--- src/rtl/fetch_sequencer.sv ---
// fetch_sequencer
// Instruction-fetch front end for the RV32 core. Owns the program counter,
// drives the single-port instruction-memory request interface and presents
// fetched words to decode through an output register backed by a one-entry
// skid buffer. JALs are recognised on the returning word and steer the next
// fetch immediately. Redirects from execute win over everything and flush
// whatever is in flight.
//
// Optional feature: define FETCH_JAL_CNT_EN to build the 32-bit counter of
// accepted JAL words on jal_count. Without it jal_count is tied to zero.

module fetch_sequencer #(
    parameter logic [31:0] RESET_PC = 32'h0000_0000
) (
    input  logic        clk,
    input  logic        rst,
    input  logic        stall,
    input  logic        ex_redirect,
    input  logic [31:0] ex_target,
    output logic        imem_req,
    output logic [31:0] imem_addr,
    input  logic        imem_ack,
    input  logic [31:0] imem_rdata,
    output logic        if_valid,
    output logic [31:0] if_pc,
    output logic [31:0] if_instr,
    output logic [31:0] jal_count
);

    // Canonical NOP (addi x0, x0, 0) shown to decode before anything is fetched.
    localparam logic [31:0] NOP_INSTR = 32'h0000_0013;
    localparam logic [6:0]  OPC_JAL   = 7'b1101111;

    // START : one idle cycle after reset before the first request.
    // FETCH : request outstanding at pc.
    // DRAIN : a redirect arrived while a request was pending; the old request
    //         must finish with its address stable and its data is thrown away.
    // FULL  : skid holds a word because decode stalled with the output full.
    typedef enum logic [1:0] {
        START,
        FETCH,
        DRAIN,
        FULL
    } state_t;

    state_t      state;
    state_t      state_nx;

    logic [31:0] pc;
    logic [31:0] pc_nx;
    logic [31:0] drain_addr;
    logic [31:0] drain_addr_nx;

    logic        if_valid_nx;
    logic [31:0] if_pc_nx;
    logic [31:0] if_instr_nx;

    // The skid entry is occupied exactly when the FSM sits in FULL, so only
    // its payload needs storage.
    logic [31:0] skid_pc;
    logic [31:0] skid_instr;
    logic [31:0] skid_pc_nx;
    logic [31:0] skid_instr_nx;

    logic        is_jal;
    logic [31:0] imm_j;
    logic [31:0] redirect_pc;
    logic        word_accept;

    // Decode the returning word and the redirect target independent of state.
    always_comb begin
        is_jal      = (imem_rdata[6:0] == OPC_JAL);
        imm_j       = {{11{imem_rdata[31]}}, imem_rdata[31], imem_rdata[19:12],
                       imem_rdata[20], imem_rdata[30:21], 1'b0};
        redirect_pc = ex_target & 32'hFFFF_FFFC;
        word_accept = (state == FETCH) && imem_ack && !ex_redirect;
    end

    // State register.
    always_ff @(posedge clk or posedge rst) begin
        if (rst) begin
            state <= START;
        end else begin
            state <= state_nx;
        end
    end

    // Next-state, memory request and datapath updates; redirect handling is
    // applied last so that it overrides stall, ack and JAL steering.
    always_comb begin
        state_nx      = state;
        pc_nx         = pc;
        drain_addr_nx = drain_addr;
        if_valid_nx   = if_valid;
        if_pc_nx      = if_pc;
        if_instr_nx   = if_instr;
        skid_pc_nx    = skid_pc;
        skid_instr_nx = skid_instr;
        imem_req      = 1'b0;
        imem_addr     = pc;

        if (!stall) begin
            if_valid_nx = 1'b0;
        end

        case (state)
            START: begin
                state_nx = FETCH;
            end

            FETCH: begin
                imem_req  = 1'b1;
                imem_addr = pc;
                if (word_accept) begin
                    if (!if_valid || !stall) begin
                        if_valid_nx = 1'b1;
                        if_pc_nx    = pc;
                        if_instr_nx = imem_rdata;
                    end else begin
                        skid_pc_nx    = pc;
                        skid_instr_nx = imem_rdata;
                        state_nx      = FULL;
                    end
                    if (is_jal) begin
                        pc_nx = pc + imm_j;
                    end else begin
                        pc_nx = pc + 32'd4;
                    end
                end
            end

            DRAIN: begin
                imem_req  = 1'b1;
                imem_addr = drain_addr;
                if (imem_ack) begin
                    state_nx = FETCH;
                end
            end

            FULL: begin
                if (!stall) begin
                    if_valid_nx = 1'b1;
                    if_pc_nx    = skid_pc;
                    if_instr_nx = skid_instr;
                    state_nx    = FETCH;
                end
            end

            default: begin
                state_nx = START;
            end
        endcase

        if (ex_redirect) begin
            pc_nx       = redirect_pc;
            if_valid_nx = 1'b0;
            case (state)
                FETCH: begin
                    if (imem_ack) begin
                        state_nx = FETCH;
                    end else begin
                        state_nx      = DRAIN;
                        drain_addr_nx = pc;
                    end
                end
                DRAIN: begin
                    if (imem_ack) begin
                        state_nx = FETCH;
                    end else begin
                        state_nx = DRAIN;
                    end
                end
                default: begin
                    state_nx = FETCH;
                end
            endcase
        end
    end

    // Program counter, drain address, output register and skid payload.
    always_ff @(posedge clk or posedge rst) begin
        if (rst) begin
            pc         <= RESET_PC;
            drain_addr <= RESET_PC;
            if_valid   <= 1'b0;
            if_pc      <= 32'h0000_0000;
            if_instr   <= NOP_INSTR;
            skid_pc    <= 32'h0000_0000;
            skid_instr <= NOP_INSTR;
        end else begin
            pc         <= pc_nx;
            drain_addr <= drain_addr_nx;
            if_valid   <= if_valid_nx;
            if_pc      <= if_pc_nx;
            if_instr   <= if_instr_nx;
            skid_pc    <= skid_pc_nx;
            skid_instr <= skid_instr_nx;
        end
    end

`ifdef FETCH_JAL_CNT_EN
    // Count JAL words that were actually accepted; discarded words never count.
    always_ff @(posedge clk or posedge rst) begin
        if (rst) begin
            jal_count <= 32'h0000_0000;
        end else if (word_accept && is_jal) begin
            jal_count <= jal_count + 32'd1;
        end
    end
`else
    assign jal_count = 32'h0000_0000;
`endif

endmodule

--- config.mk ---
export PLATFORM = sky130hd
export DESIGN_NAME = fetch_sequencer
export DESIGN_NICKNAME = d
export VERILOG_FILES = /design/src/rtl/fetch_sequencer.sv
export SDC_FILE = /design/constraint.sdc
export NUM_CORES = 1
export LEC_CHECK = 0
export BUFFER_PORTS_ARGS = -buffer_cell sky130_fd_sc_hd__buf_2
export CORE_ASPECT_RATIO = 1.1
export CORE_MARGIN = 4
export CORE_UTILIZATION = 61
export DETAILED_ROUTE_END_ITERATION = 6
export GPL_ROUTABILITY_DRIVEN = 0
export MAX_ROUTING_LAYER = met4
export PLACE_DENSITY = 0.88
export SETUP_SLACK_MARGIN = 0.5
export SYNTH_ARGS = -nofsm -noshare
export SYNTH_HDL_FRONTEND = slang
export SYNTH_SLANG_ARGS = --single-unit
--- constraint.sdc ---
create_clock -name clk -period 11.1 [get_ports clk]
set_clock_uncertainty 0.05 [all_clocks]
set_input_delay 0.555 -clock clk [delete_from_list [all_inputs] [get_ports clk]]
set_output_delay 0.555 -clock clk [all_outputs]
set_load 0.005 [all_outputs]
Word-level counts from Yosys, hierarchy flattened. Index checks and enable logic that the tools add are counted.

Register bits: 195. Output and inout port bits: 130. Logic and storage cells: 67.

$add $sub $neg: 2. Equality and inequality tests: 11. Muxes and demuxes: 28. Bitwise logic cells: 2. Reductions and logical operators: 16.

Operators by type and width (number): $mux 32 (11); $pmux 32 s2 (2); $add 32x3->32 const B (1); $add 32x32->32 (1); $mux 2 (7); $ne 3x3->1 const B (4); $pmux 2 s4 (1); $reduce_and 4->1 (2); $eq 7x7->1 const B (1); $mux 1 (6); $reduce_and 3->1 (2); $reduce_bool 2->1 (3); $eq 2x2->1 const B (2); $ne 2x2->1 const B (2); $logic_not 1->1 (3); $eq 2x1->1 const B (1); $logic_and 1x1->1 (2); $logic_not 2->1 (1); $ne 2x1->1 const B (1); $not 1->1 (2); $pmux 1 s2 (1); $reduce_and 2->1 (1); $reduce_or 2->1 (1); $logic_or 1x1->1 (1).

Logic depth before layout (Yosys ltp).
Word-level depth: 6. Gate-level depth with buffers: 12. Gate-level depth less buffers: 12.

Worst setup path after synthesis. Ideal clock, no wire load.

Path type: input -> register. Start: input port imem_rdata[21]. End: register pc[31]. Library setup time: 0.069 ns. Arrival time: 2.590 ns. Setup slack: 8.390 ns. Stages on the path: 12. Buffers on the path: 0. Cells stage by stage: ha_1 inv_1 fa_1 nand2b_1 a21oi_1 o21ai_1 a21oi_2 o21ai_2 o21ai_2 mux2i_1 or4b_1 nand3_1.

Word-level cells in the longest chain between the ends: 5.

Ends and longest elaborated chain: start: declaration (line 23) `input logic [31:0] imem_rdata,`; $add 32x32->32 (line 125) `pc_nx = pc + imm_j;`; $mux 32 (line 124) `if (is_jal) begin`; $mux 32 (line 114) `if (word_accept) begin`; $mux 32 (line 106) `case (state)`; $mux 32 (line 154) `if (ex_redirect) begin`; end signal: assignment (line 191) `pc <= pc_nx;`; end: declaration (line 49) `logic [31:0] pc;`.

Every way passes these cells. The select of a mux whose other input is x is not followed. A chain may end at the register's enable or synchronous reset.

Final worst setup path.
Start: register state[1]. End: register skid_pc[14].

Word-level cells in the longest chain between the ends: 4.

Ends and longest elaborated chain: start: declaration (line 46) `state_t state;`; start signal: assignment (line 84) `state <= state_nx;`; $eq 2x1->1 * (line 76, 106); $logic_and 1x1->1 (2 in series) (line 76) `word_accept = (state == FETCH) && imem_ack && !ex_redirect;`; $reduce_and 3->1 (no line) *; end signal: assignment (line 196) `skid_pc <= skid_pc_nx;`; end: declaration (line 60) `logic [31:0] skid_pc;`.

Mark *: on every way between the ends. The rest lies on a longest branch, timed or not.

==> results.md <==
- Status: finished with violations
- Failing checks: design-rule violations
- H-tree levels: 4
- Die Area: 20200 um^2
- Residual DRC count: 6
- Global route total overflow: 0
- Asr flop ratio synth: 100%
- Initial antenna violation count: 1
- Synth Warn #: 0
- Final Cell Area: 12400 um^2
- Synthesized flop and latch total: 191
- R2R Path Start: state[1]
- Cells after Synth: 1084
- Total Routed Length: 28100 um
- Final min period: 3.30 ns
- Setup TNS: 0 ns
- Top routing layer in use: met4
- Met3 WL post-DR: 2150 um
- CTS Buf Count: 17
- Worst Hold Margin: 0.269 ns
- Routed Antenna Nets: 0
- EDFF count, synth: 0
- IO Port Bufs: 162
- Iteration-0 DRC Markers: 955
- Leak: 5.76 nW
- RSZ-0062 raised after global routing: no
- CP max-delay cell: nor3_4
- Clock Latency Late Sink: 0.44 ns
- Post-synthesis sequential area ratio: 43.7%
- Worst EP required: 11.36 ns
- Startpoint Class: flip-flop
- Synth Cell Area: 11000 um^2
- CTS tree: done
- Pwr per Cell Area: 223 nW/um^2
- IO Count: 199
- Vias per cell: 6.15
- Row count: 51
- Synth top area share: 42.2%
- Layout overhead on the synthesized area: 12.7%
- VDD IR max: 121 uV
- Met2 wire length: 13500 um
- CTS Buffer Depth: 2
- CP cell instances: inv_1, ha_1, nand2_1, buf_4, nor3_4, buf_4, mux2_2
- Dominant cells by area after synthesis: dfrtp_1 (42%), mux2_2 (12%), mux2i_1 (6.0%)
- Clk sinks: 191
- Max-slew headroom at the worst pin: 20.9%
- Largest net degree at the start of global routing: 135
- Most frequent cells after synthesis: dfrtp_1 (185), nand2_1 (136), mux2_2 (121), o21ai_0 (103), mux2i_1 (66)
- Initial core utilization: 62.0%
- Crit path launch: state[1]
- Total Routing Usage GR: 29.0%
- Chip width: 136 um
- CTS-repair resized insts: 0
- Post-DP HPWL: 19200 um
- Post-CTS Setup Bufs: 0
- Crit path DAT: 3.56 ns
- Mapped Avg Cell Area: 10.1 um^2
- Finished Layout Cells: 1452
- Fraction of layout cells with a size suffix above 1: 28.9%
- Fmax: 0.303 GHz
- Via count: 8924
- Synth area leader: dfrtp_1
- Global-route wire length before repair: 45100 um
- Endpoints failing setup: 0
- Die Height: 149 um
- Placed Area: 11700 um^2
- Endpoint class of the critical path: flip-flop
- Clock transition at the registers of the reported paths: 0.07 ns
- Ys flop type: dfrtp_1
- NumNets Final: 1304
- Routed length per placed instance: 19.4 um
- Pins Over Slew Limit: 0
- Finished Core Util: 69.9%
- Final hold vios: 0
- Final period util: 29.7%
- CP dominant cell by count: buf_4
- Count leader, synth: dfrtp_1
- Vias in the first global route: 8742
- Worst Setup Path Type: flip-flop to flip-flop
- Max-Cap Viols: 0
- Placed insts: 1419
- Yosys cell types: 71
- Root Buffer: clkbuf_16
- CORE AREA: 17700 um^2
- Worst path max stage delay: 0.83 ns
- Min-delay worst type: input port to asynchronous set/reset pin
- Drt pass-1 iters: 7
- CP Max Fanout: 48
- CTS Hold Bufs: 0
- WL met1: 11400 um
- Worst slew pin tran: 1.19 ns
-- flip-flops by register name, summed over array words and instances (netlist names) --
name	cells
if_instr	32
skid_instr	32
drain_addr	31
if_pc	31
pc	31
skid_pc	31
state	2
if_valid	1
-- metrics by stage --
stage | setup slack, ns | power [mW]
3_3_place_gp | 7.94 | 2.05
6_report | 7.80 | 2.76
2_1_floorplan | 5.31 | 1.78
5_1_grt | 7.65 | 2.92
3_5_place_dp | 7.88 | 2.11
4_1_cts | 7.84 | 2.76
-- final cells by class --
cell class	count	area, um^2
multi-input combinational	805	5710
fill	1283	5320
sequential	191	4790
timing repair buffer	172	886
clock buffer	21	460
tap	238	298
clock inverter	11	156
inverter	13	56.3
antenna	1	2.50
-- placed cells by master (no fill, tap or decap), drive strengths merged, types with 23 or more instances in the layout --
cell	instances
nand2	136
mux2i	66
nor2	40
ha	34
dfrtp	185
buf	172
xnor2	23
mux2	123
a21oi	57
o21ai	112
conb	34
-- metal layers --
metal  GRT usage, %  vias up
met3           5.21      101
met1           37.2     4299
li1               -     4058
met4           11.0        0
met2           46.3      466
met5              -        -
-- logic make-up after synthesis --
group                    count (synthesis)  synth area share (%)
multiplexers                           189                  18.7
AO/OA/AOI/OAI                          255                  14.2
flip-flops                             191                  43.7
XOR/XNOR                                33                  2.64
adder cells (fa/ha/maj)                 35                  4.06
AND/OR/NAND/NOR                        259                  11.1
buffers and inverters                  121                  5.67
other                                    1                0.0342
-- path summary, 6_finish.rpt --
| path | end | cells after the start | slack [ns] |
|---|---|---|---|
| setup / recovery | skid_pc[14] | 7 | 7.80 |
| hold / removal | if_instr[30] | 2 | 0.27 |
| setup reg to reg | skid_pc[14] | 7 | 7.80 |
| hold reg to reg | if_instr[25] | 2 | 0.42 |
| max in group asynchronous | if_pc[18] | 3 | 9.43 |
| min in group clk | pc[27] | 3 | 0.28 |
-- power breakdown --
| group | total, mW | switching, mW | leakage, nW | internal, mW |
|---|---|---|---|---|
| registers | 1.13 | 0.170 | 2.40 | 0.958 |
| logic | 0.985 | 0.519 | 3.07 | 0.467 |
| clock network | 0.645 | 0.274 | 0.290 | 0.370 |
-- critical path, delay by kind of cell (launching register included) --
| kind | cells | cell delay, ns |
|---|---|---|
| AND/OR/NAND/NOR | 2 | 0.92 |
| adder cells (fa/ha/maj) | 1 | 0.27 |
| multiplexers | 1 | 0.42 |
| flip-flops | 1 | 0.44 |
| buffers and inverters | 3 | 1.03 |
(Power assumes the default switching activity.)
